===== src/rtl/ps2_host_tx.sv =====
// PS/2 host-to-device command transmitter.
// Runs request-to-send, shifts the frame out on device clock falls, checks ack.
module ps2_host_tx #(
  parameter int INHIBIT_CYCLES = 6000,
  parameter int TIMEOUT_CYCLES = 750000
) (
  input  logic       CLOCK_50,
  input  logic       reset,
  input  logic [7:0] tx_data,
  input  logic       tx_valid,
  output logic       tx_ready,
  output logic       busy,
  output logic       tx_done,
  output logic       tx_error,
  input  logic       ps2_clk_in,
  input  logic       ps2_dat_in,
  output logic       ps2_clk_oe,
  output logic       ps2_dat_oe
);

  localparam int TW = (TIMEOUT_CYCLES > 1) ? $clog2(TIMEOUT_CYCLES) : 1;
  localparam int IW = (INHIBIT_CYCLES > 1) ? $clog2(INHIBIT_CYCLES) : 1;

  typedef enum logic [2:0] {
    S_IDLE,
    S_INHIBIT,
    S_REQ,
    S_SEND,
    S_ACK,
    S_WAITIDLE
  } state_t;

  state_t          state;
  logic [1:0]      clk_s;
  logic [1:0]      dat_s;
  logic            clk_d;
  logic            clk_fall;
  logic            clk_sync;
  logic            dat_sync;
  logic [8:0]      frame;
  logic [3:0]      idx;
  logic [IW-1:0]   inh_cnt;
  logic [TW-1:0]   tcnt;
  logic            timeout_hit;

  // idle bus level is high, so the synchronizers reset to 1
  always_ff @(posedge CLOCK_50 or posedge reset) begin
    if (reset) begin
      clk_s <= 2'b11;
      dat_s <= 2'b11;
      clk_d <= 1'b1;
    end else begin
      clk_s <= {clk_s[0], ps2_clk_in};
      dat_s <= {dat_s[0], ps2_dat_in};
      clk_d <= clk_s[1];
    end
  end

  assign clk_sync    = clk_s[1];
  assign dat_sync    = dat_s[1];
  assign clk_fall    = clk_d & ~clk_s[1];
  assign timeout_hit = (tcnt == TW'(TIMEOUT_CYCLES - 1));

  // error and done are issued on the transition back to idle,
  // so tx_ready rises in the same cycle as the pulse
  always_ff @(posedge CLOCK_50 or posedge reset) begin
    if (reset) begin
      state      <= S_IDLE;
      tx_ready   <= 1'b1;
      busy       <= 1'b0;
      tx_done    <= 1'b0;
      tx_error   <= 1'b0;
      ps2_clk_oe <= 1'b0;
      ps2_dat_oe <= 1'b0;
      frame      <= '0;
      idx        <= '0;
      inh_cnt    <= '0;
      tcnt       <= '0;
    end else begin
      tx_done  <= 1'b0;
      tx_error <= 1'b0;
      unique case (state)
        S_IDLE: begin
          if (tx_valid) begin
            frame      <= {~^tx_data, tx_data};
            inh_cnt    <= IW'(INHIBIT_CYCLES - 1);
            ps2_clk_oe <= 1'b1;
            ps2_dat_oe <= 1'b0;
            tx_ready   <= 1'b0;
            busy       <= 1'b1;
            state      <= S_INHIBIT;
          end
        end
        S_INHIBIT: begin
          inh_cnt <= inh_cnt - IW'(1);
          if (inh_cnt <= IW'(1)) begin
            ps2_dat_oe <= 1'b1;
            state      <= S_REQ;
          end
        end
        S_REQ: begin
          ps2_clk_oe <= 1'b0;
          idx        <= '0;
          tcnt       <= '0;
          state      <= S_SEND;
        end
        default: begin
          if (timeout_hit) begin
            tx_error   <= 1'b1;
            tx_ready   <= 1'b1;
            busy       <= 1'b0;
            ps2_clk_oe <= 1'b0;
            ps2_dat_oe <= 1'b0;
            state      <= S_IDLE;
          end else begin
            tcnt <= tcnt + TW'(1);
            if (state == S_SEND && clk_fall) begin
              if (idx == 4'd9) begin
                ps2_dat_oe <= 1'b0;
                state      <= S_ACK;
              end else begin
                ps2_dat_oe <= ~frame[0];
                frame      <= frame >> 1;
                idx        <= idx + 4'd1;
              end
            end else if (state == S_ACK && clk_fall) begin
              if (!dat_sync) begin
                state <= S_WAITIDLE;
              end else begin
                tx_error   <= 1'b1;
                tx_ready   <= 1'b1;
                busy       <= 1'b0;
                ps2_clk_oe <= 1'b0;
                ps2_dat_oe <= 1'b0;
                state      <= S_IDLE;
              end
            end else if (state == S_WAITIDLE && clk_sync && dat_sync) begin
              tx_done    <= 1'b1;
              tx_ready   <= 1'b1;
              busy       <= 1'b0;
              ps2_clk_oe <= 1'b0;
              ps2_dat_oe <= 1'b0;
              state      <= S_IDLE;
            end
          end
        end
      endcase
    end
  end

endmodule

===== config.mk =====
export PLATFORM = sky130hd
export DESIGN_NAME = ps2_host_tx
export DESIGN_NICKNAME = d
export VERILOG_FILES = /design/src/rtl/ps2_host_tx.sv
export SDC_FILE = /design/constraint.sdc
export NUM_CORES = 1
export LEC_CHECK = 0
export CORE_ASPECT_RATIO = 1.25
export CORE_MARGIN = 1.5
export CORE_UTILIZATION = 43
export DETAILED_ROUTE_END_ITERATION = 10
export PLACE_DENSITY = 0.65
export SKIP_CTS_REPAIR_TIMING = 1
export SLEW_MARGIN = 25
export SYNTH_ARGS = -nofsm -noshare
export SYNTH_HDL_FRONTEND = slang
export SYNTH_SLANG_ARGS = --single-unit

===== constraint.sdc =====
create_clock -name CLOCK_50 -period 4.78 [get_ports CLOCK_50]
set_input_delay 0.956 -clock CLOCK_50 [delete_from_list [all_inputs] [get_ports CLOCK_50]]
set_output_delay 0.956 -clock CLOCK_50 [all_outputs]
set_load 0.01 [all_outputs]

# After elaboration in Yosys (flattened, before gate mapping)
# Index checks and enable logic that the tools add are counted.
# Widths: inputs -> output; s select.
# classes
add_sub_neg	3
order_cmp	1
eq_ne	19
mux	52
bitwise	7
reduce_logical	24
# op_table
cell	count
$pmux 20 s2	1
$mux 9	4
$mux 1	26
$pmux 13 s2	1
$mux 3	8
$add 20x1->20 const B	1
$eq 20x20->1 const B	1
$mux 20	1
$reduce_and 5->1	4
$pmux 9 s2	1
$le 13x1->1 const B	1
$mux 13	1
$sub 13x1->13 const B	1
$mux 4	3
$pmux 3 s3	1
$ne 2x1->1 const B	4
$pmux 4 s2	1
$reduce_and 4->1	2
$reduce_xnor 8->1	1
$reduce_bool 7->1	1
$eq 3x2->1 const B	2
$eq 3x3->1 const B	2
$ne 6x2->1 const B	1
$ne 6x4->1 const B	1
other kinds (21)	36
# word_totals
regBits	60

# Logic depth before layout (Yosys ltp)
# depth
word_depth	8
mapped_depth	7
ltp_nobuf	7

# Worst setup path before layout
# OpenSTA, ideal clock, no wires.
# synth_path
path_type	register to register
from	reg inh_cnt[4]
to	reg state[0]
setup_time_ps	122
arrival_ps	1864
path_slack_ps	2795
stages_incl_launch_ff	6
n_path_buf	0
cell_sequence	dfrtp_1 -> or3_4 -> or3_4 -> o41ai_4 -> o21ai_0 -> a32o_1
# synth_between
elab_chain_len	3
# synth_lines
item	line	source
start, declared	42	logic [IW-1:0] inh_cnt;
start signal, assigned	86	inh_cnt <= IW'(INHIBIT_CYCLES - 1);
start signal, assigned	95	inh_cnt <= inh_cnt - IW'(1);
$le 13x1->1	96	if (inh_cnt <= IW'(1)) begin
$ne 2x2->1 (no line)	-	
$reduce_and 4->1 (no line)	-	
end signal, assigned	91	state <= S_INHIBIT;
end signal, assigned	98	state <= S_REQ;
end signal, assigned	105	state <= S_SEND;
end, declared	33	state_t state;
# No other way between the ends.
# A chain may end at the register's enable or synchronous reset.

# Worst setup path after layout
# layout_path
from	in tx_valid
to	reg frame[5]
# layout_between
elab_chain_len	2
# layout_lines
item	line	source
start, declared	10	input logic tx_valid,
$ne 2x2->1 (no line)	-	
$reduce_and 5->1 (no line)	-	
end signal, assigned	85	frame <= {~^tx_data, tx_data};
end signal, assigned	123	frame <= frame >> 1;
end, declared	40	logic [8:0] frame;
# No other way between the ends.

==> out/summary.txt <==
Synth warn: 0
Port bufs: 18
Total global routing overflow: 0
R2R setup slack: 2.49 ns
Initial Utilization: 0.440
Root buffer cell: clkbuf_8
TritonCTS clock tree: yes
CP Class: input port to flop
Die Span X: 80.4 µm
VDD IR max: 0.249 mV
Rel. slew slack: 0.474
Skew final: 0.00838 ns
Sequential area share after synthesis: 0.469
Vias in the first global route: 2,498
Initial DRC Count: 118
Clock Latency Late Sink: 0.34 ns
Synthesized Nets: 346
Status: finished clean
Antenna violations before repair: 0
WL/cell: 15.4 µm
Pin count of the biggest net entering global routing: 38
Mapped Avg Cell Area: 9.81 µm²
Vias per cell: 5.77
Final wirelength: 6.83 mm
Ys flop type: dfrtp_1
Worst-case clock buffer depth: 2
Gpl congestion: 0.836
Fin Setup TNS: 0 ns
Gr usage total: 0.187
Ys async rst share: 1.00
Max FO, Critical Path: 15
Hold Path Class: flop to flop
Area Growth Syn to Fin: 15.1%
Via count: 2,562
Final HPWL DP: 4.64 mm
Die Ht: 99.7 µm
IO Count: 19
Power Dens Cells: 510 nW/µm²
Initial DRT Pass Iterations: 4
Clock Sinks: 60
Final worst-path cycle share: 0.509
Post-route DRC: 0
Post-layout util: 0.506
Final count of pins violating max slew: 0
Startpoint Class: input port
Diodes inserted: 0
Clock Pin Slew Worst Setup and Hold Paths: 0.07 ns
Cell Area, Synth: 3220 µm²
Worst slew pin tran: 0.787 ns
Commonest non-fill, non-tap cell in the layout: dfrtp_1
Leakage: 0.00150 µW
Max Cap Viol: 0
Layout cells sized above 1: 0.151
Synth top area share: 0.420
Fin area: 3700 µm²
Synth cell types: 52
Die area: 8010 µm²
Rows: 35
CORE AREA: 7310 µm²
Seq cells post-synth: 60
Number of CTS-inserted buffers: 9
Placed Area: 3490 µm²
Achievable frequency: 411 MHz
Hold Vio Cnt, Final: 0
Most frequent cells in the layout: dfrtp_1, nor2_1, o21ai_0
Final net count: 365
Unrepaired setup endpoints after global routing: no
Final Critical Period: 2.43 ns
Synth Instances: 328
H-tree levels: 3
Setup violations, final: 0
Synth top area cells: dfrtp_1, mux2_2, dfstp_2, nor2_1, xnor2_1
Arrival @ worst endpoint: 2.66 ns
Worst Setup End Kind: flop
Antenna-violating nets left: 0
Yosys top cell by area: dfrtp_1
EDFF count, synth: 0
Global-route wire length before repair: 11.6 mm
Critical Path RT: 5.01 ns
power breakdown:
group          switching (µW)  internal [µW]  total, µW
combinational             320            291        611
sequential                149            629        778
clock                     208            291        500
worst max-delay path, cell delays in order:
cell and delay (ns):
clkdlybuf4s50_1 0.60, nand2_1 0.37, o21ai_2 0.34, mux2_2 0.39
per-stage QoR:
| step | worst slack, ns | power, µW | hold WS, ns | std cells |
|---|---|---|---|---|
| detailed placement | 2.01 | 1400 | 0.351 | 428 |
| global route | 2.25 | 2020 | 0.365 | 444 |
| global placement | 2.03 | 1380 | 0.346 | 428 |
| CTS | 2.36 | 1900 | 0.361 | 444 |
| finish | 2.35 | 1890 | 0.361 | 444 |
| floorplan | 2.35 | 1220 | 0.345 | 328 |
path summary, 6_finish.rpt:
| path | from | to | cells after the start |
|---|---|---|---|
| min | clk_s[0]$_DFF_PP1_ | clk_s[1]$_DFF_PP1_ | 0 |
| min in group asynchronous | reset | idx[1]$_DFFE_PP0P_ | 2 |
| max reg2reg | state[2]$_DFFE_PP0P_ | frame[5]$_DFFE_PP0P_ | 5 |
| max | tx_valid | frame[5]$_DFFE_PP0P_ | 4 |
| min reg2reg | clk_s[0]$_DFF_PP1_ | clk_s[1]$_DFF_PP1_ | 0 |
| max in group asynchronous | reset | tx_ready$_DFFE_PP1P_ | 3 |
logic make-up (layout without fill, tap and decap cells):
kind of cell | after synthesis | in the layout | share of synthesized area
compound gates | 66 | 66 | 0.140
xor+xnor | 26 | 26 | 0.0708
fa+ha+maj | 5 | 5 | 0.0194
buf+inv | 25 | 49 | 0.0295
flops | 60 | 60 | 0.469
mux | 18 | 18 | 0.0618
simple gates | 128 | 128 | 0.210
flip-flops by register name, summed over array words and instances (netlist names):
| signal | cells |
|---|---|
| tcnt | 20 |
| idx | 4 |
| inh_cnt | 13 |
| tx_error | 1 |
| tx_ready | 1 |
| state | 3 |
| busy | 1 |
| clk_s | 2 |
| ps2_dat_oe | 1 |
| tx_done | 1 |
| clk_d | 1 |
| dat_s | 2 |
| ps2_clk_oe | 1 |
| frame | 9 |
area by class of cell:
type	count	area (µm²)
fill	671	3610
multi-input combinational	243	1620
sequential	60	1510
timing repair buffer	21	203
clock buffer	9	124
tap	92	115
clock inverter	7	91.3
inverter	12	45.0
per-layer routing:
metal  share of wire  up-vias  routed length (µm)  GRT usage
li1                -     1227                   -          -
met1            0.44     1259                3030      0.223
met2            0.50       66                3420      0.314
met3           0.038       10                 263     0.0468
met4           0.017        0                 119     0.0836
met5               0        -                   0          0
cell usage after synthesis (2+ instances only):
| cell type | count |
|---|---|
| or3_1 | 4 |
| nand2b_1 | 5 |
| xnor2_1 | 13 |
| nand3_1 | 18 |
| o211ai_1 | 2 |
| o21a_1 | 2 |
| a221oi_1 | 3 |
| nor4bb_1 | 2 |
| dfstp_2 | 6 |
| xor2_1 | 13 |
| nand2_1 | 16 |
| clkbuf_1 | 12 |
| mux2i_1 | 3 |
| o21ai_0 | 19 |
| nand4_1 | 8 |
| nor2_1 | 34 |
| o2111ai_1 | 3 |
| mux2_2 | 15 |
| and4_1 | 2 |
| o31ai_1 | 3 |
| or3_4 | 2 |
| ha_1 | 5 |
| a21oi_1 | 13 |
| a31oi_1 | 6 |
| nor2b_1 | 3 |
| or2_2 | 3 |
| and3_1 | 6 |
| nor3_1 | 15 |
| o22ai_1 | 2 |
| or3_2 | 2 |
| nand3b_1 | 3 |
| inv_1 | 12 |
| dfrtp_1 | 54 |
(Power assumes the default switching activity.)
